$ cat src/rtl/sevenseg_scan_ctrl_if.sv
// Valid/ready write port carrying digit updates from the datapath into the
// scan controller's shadow registers.
interface sevenseg_scan_ctrl_if;
  logic       wr_valid;
  logic       wr_ready;
  logic [2:0] wr_digit;
  logic [4:0] wr_data;   // [3:0] hex value, [4] decimal point

  modport master (output wr_valid, output wr_digit, output wr_data, input wr_ready);
  modport slave  (input wr_valid, input wr_digit, input wr_data, output wr_ready);
endinterface

$ cat src/rtl/sevenseg_scan_ctrl.sv
// Time-multiplexed 8-digit seven-segment scan controller with anti-ghosting
// blank time, shadow/active digit registers and tear-free frame commit.
module sevenseg_scan_ctrl #(
  parameter int NUM_DIGITS   = 8,
  parameter int PRESCALE_W   = 17,
  parameter int BLANK_CYCLES = 16,
  parameter int ACTIVE_LOW   = 1
) (
  input  logic                 clk,
  input  logic                 rst,
  input  logic                 en,
  input  logic                 lz_blank_en,
  sevenseg_scan_ctrl_if.slave  wr,
  output logic [7:0]           an,
  output logic [6:0]           seg,
  output logic                 dp,
  output logic [2:0]           cur_digit,
  output logic                 frame_done
);

  localparam logic [1:0] IDLE  = 2'd0;
  localparam logic [1:0] BLANK = 2'd1;
  localparam logic [1:0] DRIVE = 2'd2;

  localparam int                    BW         = (BLANK_CYCLES > 1) ? $clog2(BLANK_CYCLES) : 1;
  localparam logic [BW-1:0]         BLANK_LAST = BW'(BLANK_CYCLES - 1);
  localparam logic [2:0]            LAST_IDX   = 3'(NUM_DIGITS - 1);
  localparam logic [PRESCALE_W-1:0] PS_MAX     = '1;
  localparam logic                  INV        = (ACTIVE_LOW != 0);

  logic [1:0]            state, nxt_state;
  logic [2:0]            idx, nxt_idx;
  logic [PRESCALE_W-1:0] prescaler, nxt_prescaler;
  logic [BW-1:0]         blank_cnt, nxt_blank_cnt;
  logic                  commit, nxt_commit;
  logic                  ready_q;

  logic [4:0] shadow     [8];
  logic [4:0] active     [8];
  logic [4:0] nxt_active [8];

  logic [7:0] lz_mask;
  logic       zero_run;
  logic [4:0] cur_val;
  logic [7:0] an_hi;
  logic [6:0] seg_hi;
  logic       dp_hi;

  function automatic logic [6:0] hex_to_seg(input logic [3:0] v);
    case (v)
      4'h0: return 7'h3F;
      4'h1: return 7'h06;
      4'h2: return 7'h5B;
      4'h3: return 7'h4F;
      4'h4: return 7'h66;
      4'h5: return 7'h6D;
      4'h6: return 7'h7D;
      4'h7: return 7'h07;
      4'h8: return 7'h7F;
      4'h9: return 7'h6F;
      4'hA: return 7'h77;
      4'hB: return 7'h7C;
      4'hC: return 7'h39;
      4'hD: return 7'h5E;
      4'hE: return 7'h79;
      default: return 7'h71;
    endcase
  endfunction

  always_comb begin
    // NOTE: every signal driven here gets a default first, so no path can leave it unassigned and infer a latch.
    nxt_state = state;
    nxt_idx   = idx;
    commit    = 1'b0;
    case (state)
      IDLE: begin
        nxt_idx = 3'd0;
        if (en) nxt_state = BLANK;
      end
      BLANK: begin
        if (blank_cnt == BLANK_LAST) nxt_state = DRIVE;
      end
      DRIVE: begin
        if (prescaler == PS_MAX) begin
          nxt_state = BLANK;
          commit    = (idx == LAST_IDX);
          nxt_idx   = commit ? 3'd0 : idx + 3'd1;
        end
      end
      default: nxt_state = IDLE;
    endcase
    // Disable wins over everything except a commit already due this cycle.
    if (!en) begin
      nxt_state = IDLE;
      nxt_idx   = 3'd0;
    end

    nxt_prescaler = (state == DRIVE && nxt_state == DRIVE) ? prescaler + 1'b1 : '0;
    nxt_blank_cnt = (state == BLANK && nxt_state == BLANK) ? blank_cnt + 1'b1 : '0;
    nxt_commit    = (nxt_state == DRIVE) && (nxt_prescaler == PS_MAX) && (nxt_idx == LAST_IDX);

    for (int i = 0; i < 8; i++) begin
      nxt_active[i] = commit ? shadow[i] : active[i];
    end

    // A digit blanks only when it and every digit above it hold zero with dp off.
    zero_run = 1'b1;
    lz_mask  = '0;
    for (int i = 7; i >= 1; i--) begin
      if (i < NUM_DIGITS) begin
        zero_run   = zero_run && (nxt_active[i] == 5'd0);
        lz_mask[i] = zero_run && lz_blank_en;
      end
    end

    cur_val = nxt_active[nxt_idx];
    an_hi   = (nxt_state == DRIVE) ? (8'd1 << nxt_idx) : 8'd0;
    seg_hi  = (nxt_state == DRIVE && !lz_mask[nxt_idx]) ? hex_to_seg(cur_val[3:0]) : 7'd0;
    dp_hi   = (nxt_state == DRIVE && !lz_mask[nxt_idx]) ? cur_val[4] : 1'b0;
  end

  assign wr.wr_ready = ready_q;

  // NOTE: state updates use <= so every register samples pre-edge values, independent of statement order.
  always_ff @(posedge clk) begin
    if (rst) begin
      state      <= IDLE;
      idx        <= 3'd0;
      prescaler  <= '0;
      blank_cnt  <= '0;
      ready_q    <= 1'b0;
      an         <= {8{INV}};
      seg        <= {7{INV}};
      dp         <= INV;
      cur_digit  <= 3'd0;
      frame_done <= 1'b0;
      // NOTE: digit storage is cleared explicitly; a freshly reset display must show zeros, not stale data.
      for (int i = 0; i < 8; i++) begin
        shadow[i] <= 5'd0;
        active[i] <= 5'd0;
      end
    end else begin
      state      <= nxt_state;
      idx        <= nxt_idx;
      prescaler  <= nxt_prescaler;
      blank_cnt  <= nxt_blank_cnt;
      ready_q    <= !nxt_commit;
      an         <= an_hi ^ {8{INV}};
      seg        <= seg_hi ^ {7{INV}};
      dp         <= dp_hi ^ INV;
      cur_digit  <= (nxt_state == IDLE) ? 3'd0 : nxt_idx;
      frame_done <= commit;
      for (int i = 0; i < 8; i++) begin
        active[i] <= nxt_active[i];
      end
      // Out-of-range digit indices complete the handshake but store nothing.
      if (wr.wr_valid && ready_q && (int'(wr.wr_digit) < NUM_DIGITS)) begin
        shadow[wr.wr_digit] <= wr.wr_data;
      end
    end
  end

endmodule

$ cat src/flat_wrapper.sv
// flat-port wrapper written by rule: the top's interface ports become plain ports
module sevenseg_scan_ctrl_flat 
#(
  parameter int NUM_DIGITS   = 8,
  parameter int PRESCALE_W   = 17,
  parameter int BLANK_CYCLES = 16,
  parameter int ACTIVE_LOW   = 1
)
  (clk, rst, en, lz_blank_en, an, seg, dp, cur_digit, frame_done, wr_wr_valid, wr_wr_digit, wr_wr_data, wr_wr_ready);
  sevenseg_scan_ctrl_if wr_i ();
  input  logic clk;
  input  logic rst;
  input  logic en;
  input  logic lz_blank_en;
  output logic [7:0] an;
  output logic [6:0] seg;
  output logic dp;
  output logic [2:0] cur_digit;
  output logic frame_done;
  input wire logic [$bits(wr_i.wr_valid)-1:0] wr_wr_valid;
  input wire logic [$bits(wr_i.wr_digit)-1:0] wr_wr_digit;
  input wire logic [$bits(wr_i.wr_data)-1:0] wr_wr_data;
  output wire logic [$bits(wr_i.wr_ready)-1:0] wr_wr_ready;
  assign wr_i.wr_valid = wr_wr_valid;
  assign wr_i.wr_digit = wr_wr_digit;
  assign wr_i.wr_data = wr_wr_data;
  assign wr_wr_ready = wr_i.wr_ready;
  sevenseg_scan_ctrl #(.NUM_DIGITS(NUM_DIGITS), .PRESCALE_W(PRESCALE_W), .BLANK_CYCLES(BLANK_CYCLES), .ACTIVE_LOW(ACTIVE_LOW)) u_core (.clk(clk), .rst(rst), .en(en), .lz_blank_en(lz_blank_en), .wr(wr_i), .an(an), .seg(seg), .dp(dp), .cur_digit(cur_digit), .frame_done(frame_done));
endmodule
$ cat config.mk
export PLATFORM = sky130hd
export DESIGN_NAME = sevenseg_scan_ctrl_flat
export DESIGN_NICKNAME = d
export VERILOG_FILES = /design/src/rtl/sevenseg_scan_ctrl_if.sv /design/src/rtl/sevenseg_scan_ctrl.sv /design/src/flat_wrapper.sv
export SDC_FILE = /design/constraint.sdc
export NUM_CORES = 1
export LEC_CHECK = 0
export CAP_MARGIN = 40
export CORE_MARGIN = 2
export CORE_UTILIZATION = 55
export CTS_BUF_LIST = sky130_fd_sc_hd__clkbuf_4 sky130_fd_sc_hd__clkbuf_8
export CTS_CLUSTER_SIZE = 30
export DETAILED_ROUTE_END_ITERATION = 8
export GPL_TIMING_DRIVEN = 0
export PLACE_DENSITY_LB_ADDON = 0.3
export RECOVER_POWER = 50
export SLEW_MARGIN = 5
export SYNTH_ARGS = -nofsm -noshare
export SYNTH_HDL_FRONTEND = slang
export SYNTH_SLANG_ARGS = --single-unit
$ cat constraint.sdc
create_clock -name clk -period 6.2 [get_ports clk]
set_input_delay 0.93 -clock clk [delete_from_list [all_inputs] [get_ports clk]]
set_output_delay 0.93 -clock clk [all_outputs]
set_load 0.1 [all_outputs]
==> results of run 1 <==
## stage by stage
| step | total power (W) | hold slack, ps | cells | cell area [um^2] |
|---|---|---|---|---|
| after floorplan | 0.000909 | 418 | 593 | 5950 |
| after global placement | 0.000931 | 431 | 761 | 6440 |
| after detailed placement | 0.000933 | 444 | 782 | 6760 |
| after CTS | 0.00167 | 453 | 814 | 7180 |
| after global routing | 0.00171 | 478 | 814 | 6940 |
| final | 0.00167 | 451 | 814 | 6940 |
## final timing paths
check | from | depth (start not counted) | slack [ps] | end
worst max register to register | u_core.prescaler[0] | 19 | 990 | u_core.seg[0]
worst min register to register | u_core.blank_cnt[0] | 1 | 450 | u_core.blank_cnt[0]
worst min-delay path | u_core.blank_cnt[0] | 1 | 450 | u_core.blank_cnt[0]
worst max-delay path | u_core.prescaler[0] | 19 | 990 | u_core.seg[0]
## cells in the mapped netlist, drive strengths merged (3+ instances only)
| library cell | count |
|---|---|
| or4 | 14 |
| o21ai | 10 |
| edfxtp | 40 |
| and2b | 3 |
| nand2b | 8 |
| nor4 | 4 |
| xnor2 | 9 |
| inv | 14 |
| nand4 | 4 |
| nor2 | 79 |
| and2 | 45 |
| or2 | 9 |
| mux2i | 48 |
| buf | 14 |
| nand3b | 3 |
| nand2 | 55 |
| and4b | 3 |
| nand3 | 17 |
| o211ai | 5 |
| o221ai | 5 |
| ha | 11 |
| mux2 | 6 |
| clkbuf | 12 |
| a21oi | 20 |
| a2111oi | 3 |
| dfxtp | 87 |
| xor2 | 8 |
| and3 | 3 |
| nor3 | 17 |
## critical path, stage by stage, from the launching register on
cell	delay [ps]
dfxtp_1	390
ha_1	210
nand3_1	140
nor2_1	430
and2_1	250
nand4_1	160
nor2_1	180
ha_1	370
and2b_4	270
o31ai_4	410
buf_2	380
mux2i_1	230
mux2i_1	130
mux2_2	340
ha_1	280
nand2b_1	180
or3b_1	380
o21ai_0	80
o31a_1	160
a32oi_1	60
## power groups by stage
stage,clock (W),combinational (W),sequential (W)
after global routing,0.000789,0.0000469,0.000871
after CTS,0.000759,0.0000441,0.000870
final,0.000753,0.0000431,0.000871
after global placement,0,0.0000417,0.000889
after detailed placement,0,0.0000437,0.000890
after floorplan,0,0.0000205,0.000889
## flip-flops by register name, summed over array words and instances (netlist names), 2 cells and up
register          flops
u_core.active        40
u_core.an             8
u_core.blank_cnt      4
u_core.cur_digit      3
u_core.idx            3
u_core.prescaler     17
u_core.seg            7
u_core.shadow        40
u_core.state          2
## kinds of logic (layout without fill, tap and decap cells)
kind of cell | Yosys count | count (layout) | synth area share
DFF | 127 | 127 | 0.494
adders and majority gates | 11 | 11 | 0.0231
and+or+nand+nor | 273 | 273 | 0.239
xor gates and xnor gates | 17 | 17 | 0.0250
buffers and inverters | 40 | 125 | 0.0309
muxes | 54 | 54 | 0.0921
AOI/OAI and AO/OA | 71 | 71 | 0.0954
## layer usage
metal	GRT usage	up-vias	part of all wire
met5	0	-	0
met4	0.103	0	0.025
met3	0.0621	34	0.062
met2	0.403	164	0.46
met1	0.330	2255	0.45
li1	-	2249	-
## layout make-up
| class | instances | share of cell area |
|---|---|---|
| Buffer | 26 | 0.0189 |
| Clock buffer | 19 | 0.0368 |
| Clock inverter | 13 | 0.0234 |
| Inverter | 14 | 0.00757 |
| Multi-Input combinational cell | 426 | 0.407 |
| Sequential cell | 127 | 0.424 |
| Tap cell | 136 | 0.0245 |
| Timing Repair Buffer | 53 | 0.0575 |
## placed cells by master (no fill, tap or decap), types with 3 or more instances in the layout
cell,count
dfxtp_1,87
nor2_1,79
nand2_1,54
mux2i_1,48
edfxtp_1,40
clkbuf_1,33
and2_0,33
clkdlybuf4s50_1,31
a21oi_1,20
clkbuf_8,18
nand3_1,17
nor3_1,16
inv_1,14
or4_1,14
and2_1,12
ha_1,11
o21ai_0,10
buf_2,9
or2_2,9
xnor2_1,9
nand2b_1,8
xor2_1,8
mux2_2,6
o221ai_1,5
o211ai_1,4
nand4_1,4
nor4_1,4
and3_1,3
nand3b_1,3
bufinv_16,3
clkinvlp_4,3
clkinv_2,3
==> metrics.md, run 1 <==
| Metric | Value |
|---|---|
| RSZ-0062 raised after global routing | `false` |
| DR vias | `4702` |
| Worst Path Arrival | `5490 ps` |
| GRT Overall Usage | `0.253` |
| Routed Wire Length | `14.1 mm` |
| CTS tree | `yes` |
| VDD IR-drop max | `0.153 mV` |
| Iter 0 DRT Violations | `351` |
| Min cycle time layout | `5210 ps` |
| Mean Syn Cell Area | `10.0 um^2` |
| 1st-pass router iterations | `4` |
| Row count | `37` |
| Leakage | `2.79 nW` |
| Syn Inst Count | `593` |
| Ys flop type | `dfxtp_1` |
| Worst-margin pin slew | `1170 ps` |
| H-tree depth | `4` |
| Status | `finished clean` |
| Switching Share | `0.224` |
| Critical path class | `reg -> reg` |
| Gpl congestion | `0.945` |
| Hold Crit Class | `reg -> reg` |
| Number of global-route vias before repair | `4495` |
| Setup TNS | `0 ps` |
| Area contributors post-synth | `dfxtp_1, edfxtp_1, mux2i_1` |
| Die ar. | `11700 um^2` |
| Post-Syn Area | `5950 um^2` |
| Ys Warns | `0` |
| Clock Path Buffers | `2` |
| GR Overflow Total | `0` |
| Int Pwr | `0.00129 W` |
| Num CTS Buffers | `17` |
| DP Worst Slack | `1070 ps` |
| Data required, critical path | `6480 ps` |
| Diode count | `0` |
| Sequential cell area | `2940 um^2` |
| Final Hold Fails | `0` |
| Syn_nets | `617` |
| CTS Sinks | `127` |
| Crit-path max FO | `10` |
| Max-Cap Viols | `0` |
| CP Launch Type | `register` |
| Max Slew Vio Count | `0` |
| Setup-failing EPs final | `0` |
| # DRC | `0` |
| Setup repair bufs after CTS | `0` |
| Fin nets | `689` |
| Drt wl/cell | `17.4 um` |
| Die Span Y | `108 um` |
| Die X | `108 um` |
| Largest net degree at the start of global routing | `17` |
| Slew HR | `0.222` |
| # fillers | `821` |
| First-pass GRT wire length | `22.4 mm` |
| Reg power frac | `0.522` |
| Max Clock Skew | `8.09 ps` |
| Multi-input gate area | `2830 um^2` |
| Post-route clock period utilization | `0.841` |
| Dpl hpwl | `10.1 mm` |
| FMAX | `0.192 GHz` |
| Cell taking the most area after synthesis | `dfxtp_1` |
| Critical path capture point type | `register` |
| Post-cts gate resize count | `0` |
| Worst-path clk slew | `70 ps` |
| Synth Register Bits | `127` |
| Std-Cell Core Area | `10400 um^2` |
| NetSw | `0.000374 W` |
| Post-DR vias/cell | `5.78` |
| Pwr/cell area | `240 nW/um^2` |
| Post-layout util | `0.666` |
| Worst setup margin | `985 ps` |
| Layout cells sized above 1 | `0.114` |
| Clock Latency Late Sink | `440 ps` |
| Post-synth ARST share | `0` |
| Area delta synth->final | `16.6%` |
| Initial antenna violation count | `0` |
| Final ANT Viol Nets | `0` |
| Io pins | `34` |
| Post-synthesis sequential area ratio | `0.494` |
| Clock network power share | `0.452` |
| Synth unique cells | `72` |
| Hold-fix buffers at CTS | `0` |
| I/O Buffers | `32` |
| Post-synth EDFFs | `40` |
| Root Buffer Master | `clkbuf_8` |
| Post-synth top area share | `0.293` |
| Combinational Power Share | `0.026` |
| Initial Util | `0.571` |
Note: power is estimated with default switching activity, not from simulation.
==> inputs of run 2 (changes only) <==
clock period = 5.31 ns   (was 6.2 ns; I/O delays follow)
==> metrics.md, run 2 (synthesized netlist as in run 1, its figures left out) <==
| Metric | Value |
|---|---|
| Num CTS Buffers | `17 (unchanged)` |
| Drt wl/cell | `17.4 um (about the same)` |
| Post-route clock period utilization | `0.934 (was 0.841)` |
| Commonest non-fill, non-tap cell in the layout | `dfxtp_1 (unchanged)` |
| Clock Latency Late Sink | `450 ps (was 440 ps)` |
| CP Launch Type | `register (unchanged)` |
| Iter 0 DRT Violations | `304 (was 351)` |
| Root Buffer Master | `clkbuf_8 (unchanged)` |
| Initial Util | `0.571 (unchanged)` |
| FMAX | `0.202 GHz (was 0.192 GHz)` |
| Leakage | `2.80 nW (was 2.79 nW)` |
| I/O Buffers | `32 (unchanged)` |
| 1st-pass router iterations | `5 (was 4)` |
| Gpl congestion | `0.945 (unchanged)` |
| Worst Path Arrival | `5240 ps (was 5490 ps)` |
| Clock Path Buffers | `2 (unchanged)` |
| Final Hold Fails | `0 (unchanged)` |
| First-pass GRT wire length | `22.4 mm (unchanged)` |
| Setup repair bufs after CTS | `0 (unchanged)` |
| Row count | `37 (unchanged)` |
| Multi-input gate area | `2840 um^2 (was 2830 um^2)` |
| Diode count | `0 (unchanged)` |
| Io pins | `34 (unchanged)` |
| Critical-path cell list | `ha_1, nand3_1, nor2_2, and2_1, nand4_1, nor2_1, ha_2, and2b_4, o31ai_4, clkbuf_4, mux2i_1, mux2i_1, mux2_2, ha_1, nand2b_1, or3b_1, o21ai_0, o31a_1, a32oi_1 (was ha_1, nand3_1, nor2_1, and2_1, nand4_1, nor2_1, ha_1, and2b_4, o31ai_4, buf_2, mux2i_1, mux2i_1, mux2_2, ha_1, nand2b_1, or3b_1, o21ai_0, o31a_1, a32oi_1)` |
| Critical path class | `reg -> reg (unchanged)` |
| CP Buf/Inv Count | `1 (unchanged)` |
| Largest net degree at the start of global routing | `17 (unchanged)` |
| Area delta synth->final | `16.9% (was 16.6%)` |
| Placed Area | `6760 um^2 (unchanged)` |
| Reg2reg setup slack | `350 ps (was 990 ps)` |
| # DRC | `0 (unchanged)` |
| Final ANT Viol Nets | `0 (unchanged)` |
| Dpl hpwl | `10.1 mm (unchanged)` |
| Max Slew Vio Count | `0 (unchanged)` |
| Die ar. | `11700 um^2 (unchanged)` |
| Top Family by Delay on Critical Path | `simple AND/OR/NAND/NOR gates (unchanged)` |
| H-tree depth | `4 (unchanged)` |
| CTS tree | `yes (unchanged)` |
| Min cycle time layout | `4960 ps (was 5210 ps)` |
| Setup-failing EPs final | `0 (unchanged)` |
| Status | `finished clean (unchanged)` |
| Crit-path max FO | `10 (unchanged)` |
| Crit-path slowest cell | `o31ai_4 (was nor2_1)` |
| Die X | `108 um (unchanged)` |
| Pwr/cell area | `280 nW/um^2 (was 240 nW/um^2)` |
| Std-Cell Core Area | `10400 um^2 (unchanged)` |
| Fin nets | `689 (unchanged)` |
| Most frequent cells in the layout | `dfxtp_1, nor2_1, nand2_1 (unchanged)` |
| GR Overflow Total | `0 (unchanged)` |
| Setup TNS | `0 ps (unchanged)` |
| CTS Sinks | `127 (unchanged)` |
| VDD IR-drop max | `0.178 mV (was 0.153 mV)` |
| Hold Crit Class | `reg -> reg (unchanged)` |
| Slew HR | `0.223 (was 0.222)` |
| Routed Wire Length | `14.1 mm (about the same)` |
| RSZ-0062 raised after global routing | `false (unchanged)` |
| Slowest Stage Delay on Critical Path | `410 ps (was 430 ps)` |
| Max Clock Skew | `9.36 ps (was 8.09 ps)` |
| Critical path capture point type | `register (unchanged)` |
| Largest regs | `u_core.active: 40 flops, u_core.shadow: 40 flops, u_core.prescaler: 17 flops (unchanged)` |
| # fillers | `817 (was 821)` |
| Die Span Y | `108 um (unchanged)` |
| Post-DR vias/cell | `5.78 (about the same)` |
| Initial antenna violation count | `0 (unchanged)` |
| Hold_ws | `451 ps (about the same)` |
| Number of global-route vias before repair | `4495 (unchanged)` |
| Final instance area | `6960 um^2 (was 6940 um^2)` |
| Data required, critical path | `5590 ps (was 6480 ps)` |
| Worst-margin pin slew | `1170 ps (about the same)` |
| Layout cells sized above 1 | `0.118 (was 0.114)` |
| Max-Cap Viols | `0 (unchanged)` |
| Sequential cell area | `2940 um^2 (unchanged)` |
| DR vias | `4708 (was 4702)` |
| GRT Overall Usage | `0.253 (unchanged)` |
| Worst-path clk slew | `70 ps (about the same)` |
==> run 2: cell count changes in the layout (fill, tap and decap cells not counted), sizes merged <==
cell / before / now
clkbuf: 52 / 53
buf: 14 / 13
==> run 2: timing repair <==
action	4_1_cts	5_1_grt
endpoints found under the hold margin	0	0
gates resized for setup	0	5
endpoints found under the setup margin	0	1
hold buffers	0	0
==> run 2: worst paths after layout <==
kind                  startpoint  cells after the start             endpoint
max          u_core.prescaler[0]                     19        u_core.seg[0]
min          u_core.blank_cnt[0]                      1  u_core.blank_cnt[0]
max reg2reg  u_core.prescaler[0]                     19        u_core.seg[0]
min reg2reg  u_core.blank_cnt[0]                      1  u_core.blank_cnt[0]
==> run 2: through the flow <==
step,std cells,utilization,setup slack [ps],power (W)
detailed placement,782,0.649,176,0.00109
global placement,761,0.618,366,0.00109
floorplan,593,-,1040,0.00106
finish,814,0.668,351,0.00195
CTS,814,0.689,143,0.00195
global route,814,0.668,71.6,0.00199
==> run 2: per-layer routing <==
metal | global-route usage | vias to the layer above | share of wire
met5 | 0 | - | 0
met4 | 0.103 | 0 | 0.022
met2 | 0.403 | 188 | 0.47
met3 | 0.0621 | 31 | 0.069
met1 | 0.330 | 2237 | 0.44
li1 | - | 2252 | -
==> run 2: where the power goes <==
part | internal [W] | switching [W]
Sequential | 0.00101 | 0.00000728
Clock | 0.000483 | 0.000398
Combinational | 0.0000177 | 0.0000327
Total | 0.00151 | 0.000438
==> run 2: area by class of cell <==
type,count,area share
flip-flops and latches,127,0.423
clock buffers,19,0.0367
plain buffers,26,0.0192
repair buffers,53,0.0574
inverters,14,0.00755
multi-input cells,426,0.408
well taps,136,0.0245
clock inverters,13,0.0234
==> inputs of run 3 (changes only) <==
CAP_MARGIN = 5   (was 40)
CORE_ASPECT_RATIO = 1.75   (was default)
SLEW_MARGIN = 25   (was 5)
==> metrics.md, run 3 (synthesized netlist as in run 1, its figures left out) <==
| Metric | Value |
|---|---|
| Slowest Stage Delay on Critical Path | `410 ps (about the same)` |
| CTS tree | `yes (unchanged)` |
| Worst-margin pin slew | `989 ps (was 1170 ps)` |
| Post-route clock period utilization | `0.932 (was 0.934)` |
| Top Family by Delay on Critical Path | `simple AND/OR/NAND/NOR gates (unchanged)` |
| Dpl hpwl | `10.7 mm (was 10.1 mm)` |
| Gpl congestion | `0.988 (was 0.945)` |
| GR Overflow Total | `0 (unchanged)` |
| Hold Crit Class | `reg -> reg (unchanged)` |
| Clock Path Buffers | `2 (unchanged)` |
| Commonest non-fill, non-tap cell in the layout | `dfxtp_1 (unchanged)` |
| Setup repair bufs after CTS | `0 (unchanged)` |
| Layout cells sized above 1 | `0.113 (was 0.118)` |
| CP Buf/Inv Count | `1 (unchanged)` |
| CP Launch Type | `register (unchanged)` |
| Drt wl/cell | `17.7 um (was 17.4 um)` |
| Routed Wire Length | `13.9 mm (was 14.1 mm)` |
| Data required, critical path | `5600 ps (was 5590 ps)` |
| DR vias | `4562 (was 4708)` |
| Row count | `50 (was 37)` |
| Die Span Y | `142 um (was 108 um)` |
| Final Hold Fails | `0 (unchanged)` |
| # DRC | `0 (unchanged)` |
| Setup-failing EPs final | `0 (unchanged)` |
| CTS Sinks | `127 (unchanged)` |
| Io pins | `34 (unchanged)` |
| Hold_ws | `474 ps (was 451 ps)` |
| Iter 0 DRT Violations | `281 (was 304)` |
| Largest net degree at the start of global routing | `17 (unchanged)` |
| GRT Overall Usage | `0.263 (was 0.253)` |
| Setup TNS | `0 ps (unchanged)` |
| Crit-path slowest cell | `dfxtp_1 (was o31ai_4)` |
| Most frequent cells in the layout | `dfxtp_1, nor2_1, nand2_1 (unchanged)` |
| RSZ-0062 raised after global routing | `false (unchanged)` |
| Status | `finished clean (unchanged)` |
| Largest regs | `u_core.active: 40 flops, u_core.shadow: 40 flops, u_core.prescaler: 17 flops (unchanged)` |
| First-pass GRT wire length | `22.7 mm (was 22.4 mm)` |
| Fin nets | `668 (was 689)` |
| Worst-path clk slew | `70 ps (about the same)` |
| Leakage | `2.76 nW (was 2.80 nW)` |
| Clock Latency Late Sink | `450 ps (about the same)` |
| Diode count | `0 (unchanged)` |
| I/O Buffers | `32 (unchanged)` |
| Initial Util | `0.560 (was 0.571)` |
| Root Buffer Master | `clkbuf_8 (unchanged)` |
| Critical path class | `reg -> reg (unchanged)` |
| Crit-path max FO | `10 (unchanged)` |
| Std-Cell Core Area | `10600 um^2 (was 10400 um^2)` |
| H-tree depth | `4 (unchanged)` |
| FMAX | `0.202 GHz (about the same)` |
| Die X | `82.6 um (was 108 um)` |
| Slew HR | `0.339 (was 0.223)` |
| Final ANT Viol Nets | `0 (unchanged)` |
| Pwr/cell area | `284 nW/um^2 (was 280 nW/um^2)` |
| Critical-path cell list | `ha_1, nand3_1, nor2_2, and2_1, nand4_1, nor2_1, ha_2, and2b_4, o31ai_4, clkbuf_4, mux2i_1, mux2i_1, mux2_2, ha_1, nand2b_1, or3b_1, o21ai_0, o31a_1, a32oi_1 (unchanged)` |
| VDD IR-drop max | `0.197 mV (was 0.178 mV)` |
| Max Clock Skew | `10.2 ps (was 9.36 ps)` |
| Worst Path Arrival | `5240 ps (about the same)` |
| 1st-pass router iterations | `5 (unchanged)` |
| Die ar. | `11700 um^2 (about the same)` |
| Min cycle time layout | `4950 ps (was 4960 ps)` |
| Critical path capture point type | `register (unchanged)` |
| Max-Cap Viols | `0 (unchanged)` |
| Post-cts gate resize count | `0 (unchanged)` |
| Area delta synth->final | `15.3% (was 16.9%)` |
| Number of global-route vias before repair | `4707 (was 4495)` |
| Initial antenna violation count | `0 (unchanged)` |
| Post-DR vias/cell | `5.80 (was 5.78)` |
| Num CTS Buffers | `17 (unchanged)` |
| Max Slew Vio Count | `0 (unchanged)` |
| Hold-fix buffers at CTS | `0 (unchanged)` |
## run 3: changes by cell type in the layout (fill, tap and decap cells not counted), moves of 2 or more
cell | before | now
inv_6 | 2 | 0
clkbuf_1 | 33 | 12
clkdlybuf4s50_1 | 31 | 23
dlygate4sd3_1 | 1 | 9
clkinv_1 | 0 | 5
## run 3: where the power goes
| group | leakage, nW | switching (W) | total (W) | internal, W |
|---|---|---|---|---|
| clock | 0.203 | 0.000375 | 0.000881 | 0.000506 |
| sequential | 1.13 | 0.00000594 | 0.00102 | 0.00101 |
| combinational | 1.43 | 0.0000334 | 0.0000510 | 0.0000176 |
| total | 2.76 | 0.000414 | 0.00195 | 0.00153 |
## run 3: tightest hold or removal path: stages, from the launching register on
cell and delay [ps]:
dfxtp_1 320, nand2_1 50, a21oi_1 50
## run 3: final cells by class
| class | instances | area, um^2 |
|---|---|---|
| Clock buffer | 18 | 241 |
| Fill cell | 895 | 3770 |
| Tap cell | 130 | 163 |
| Inverter | 14 | 52.6 |
| Sequential cell | 127 | 2940 |
| Multi-Input combinational cell | 426 | 2840 |
| Timing Repair Buffer | 32 | 320 |
| Buffer | 26 | 134 |
| Clock inverter | 14 | 173 |
## run 3: path summary, 6_finish.rpt
check	from	to	slack, ps	cells past startpoint
worst max-delay path	u_core.prescaler[0]	u_core.seg[0]	360	19
worst min-delay path	u_core.active[0][7]	u_core.active[0][7]	470	2
worst min register to register	u_core.active[0][7]	u_core.active[0][7]	470	2
worst max register to register	u_core.prescaler[0]	u_core.seg[0]	360	19
## run 3: per-layer routing
metal	up-vias	track usage	share of wire
li1	2206	-	-
met1	2159	0.257	0.36
met2	142	0.474	0.54
met3	55	0.0611	0.039
met4	0	0.165	0.060
met5	-	0	0
## run 3: stage by stage
step | instances | setup slack, ps | total power, W | util | cell area (um^2)
floorplan | 593 | 1040 | 0.00106 | - | 5950
global placement | 755 | 255 | 0.00109 | 0.605 | 6430
detailed placement | 755 | 105 | 0.00109 | 0.605 | 6430
CTS | 787 | 68.4 | 0.00196 | 0.644 | 6850
global route | 787 | 11.0 | 0.00200 | 0.645 | 6860
finish | 787 | 360 | 0.00195 | 0.645 | 6860
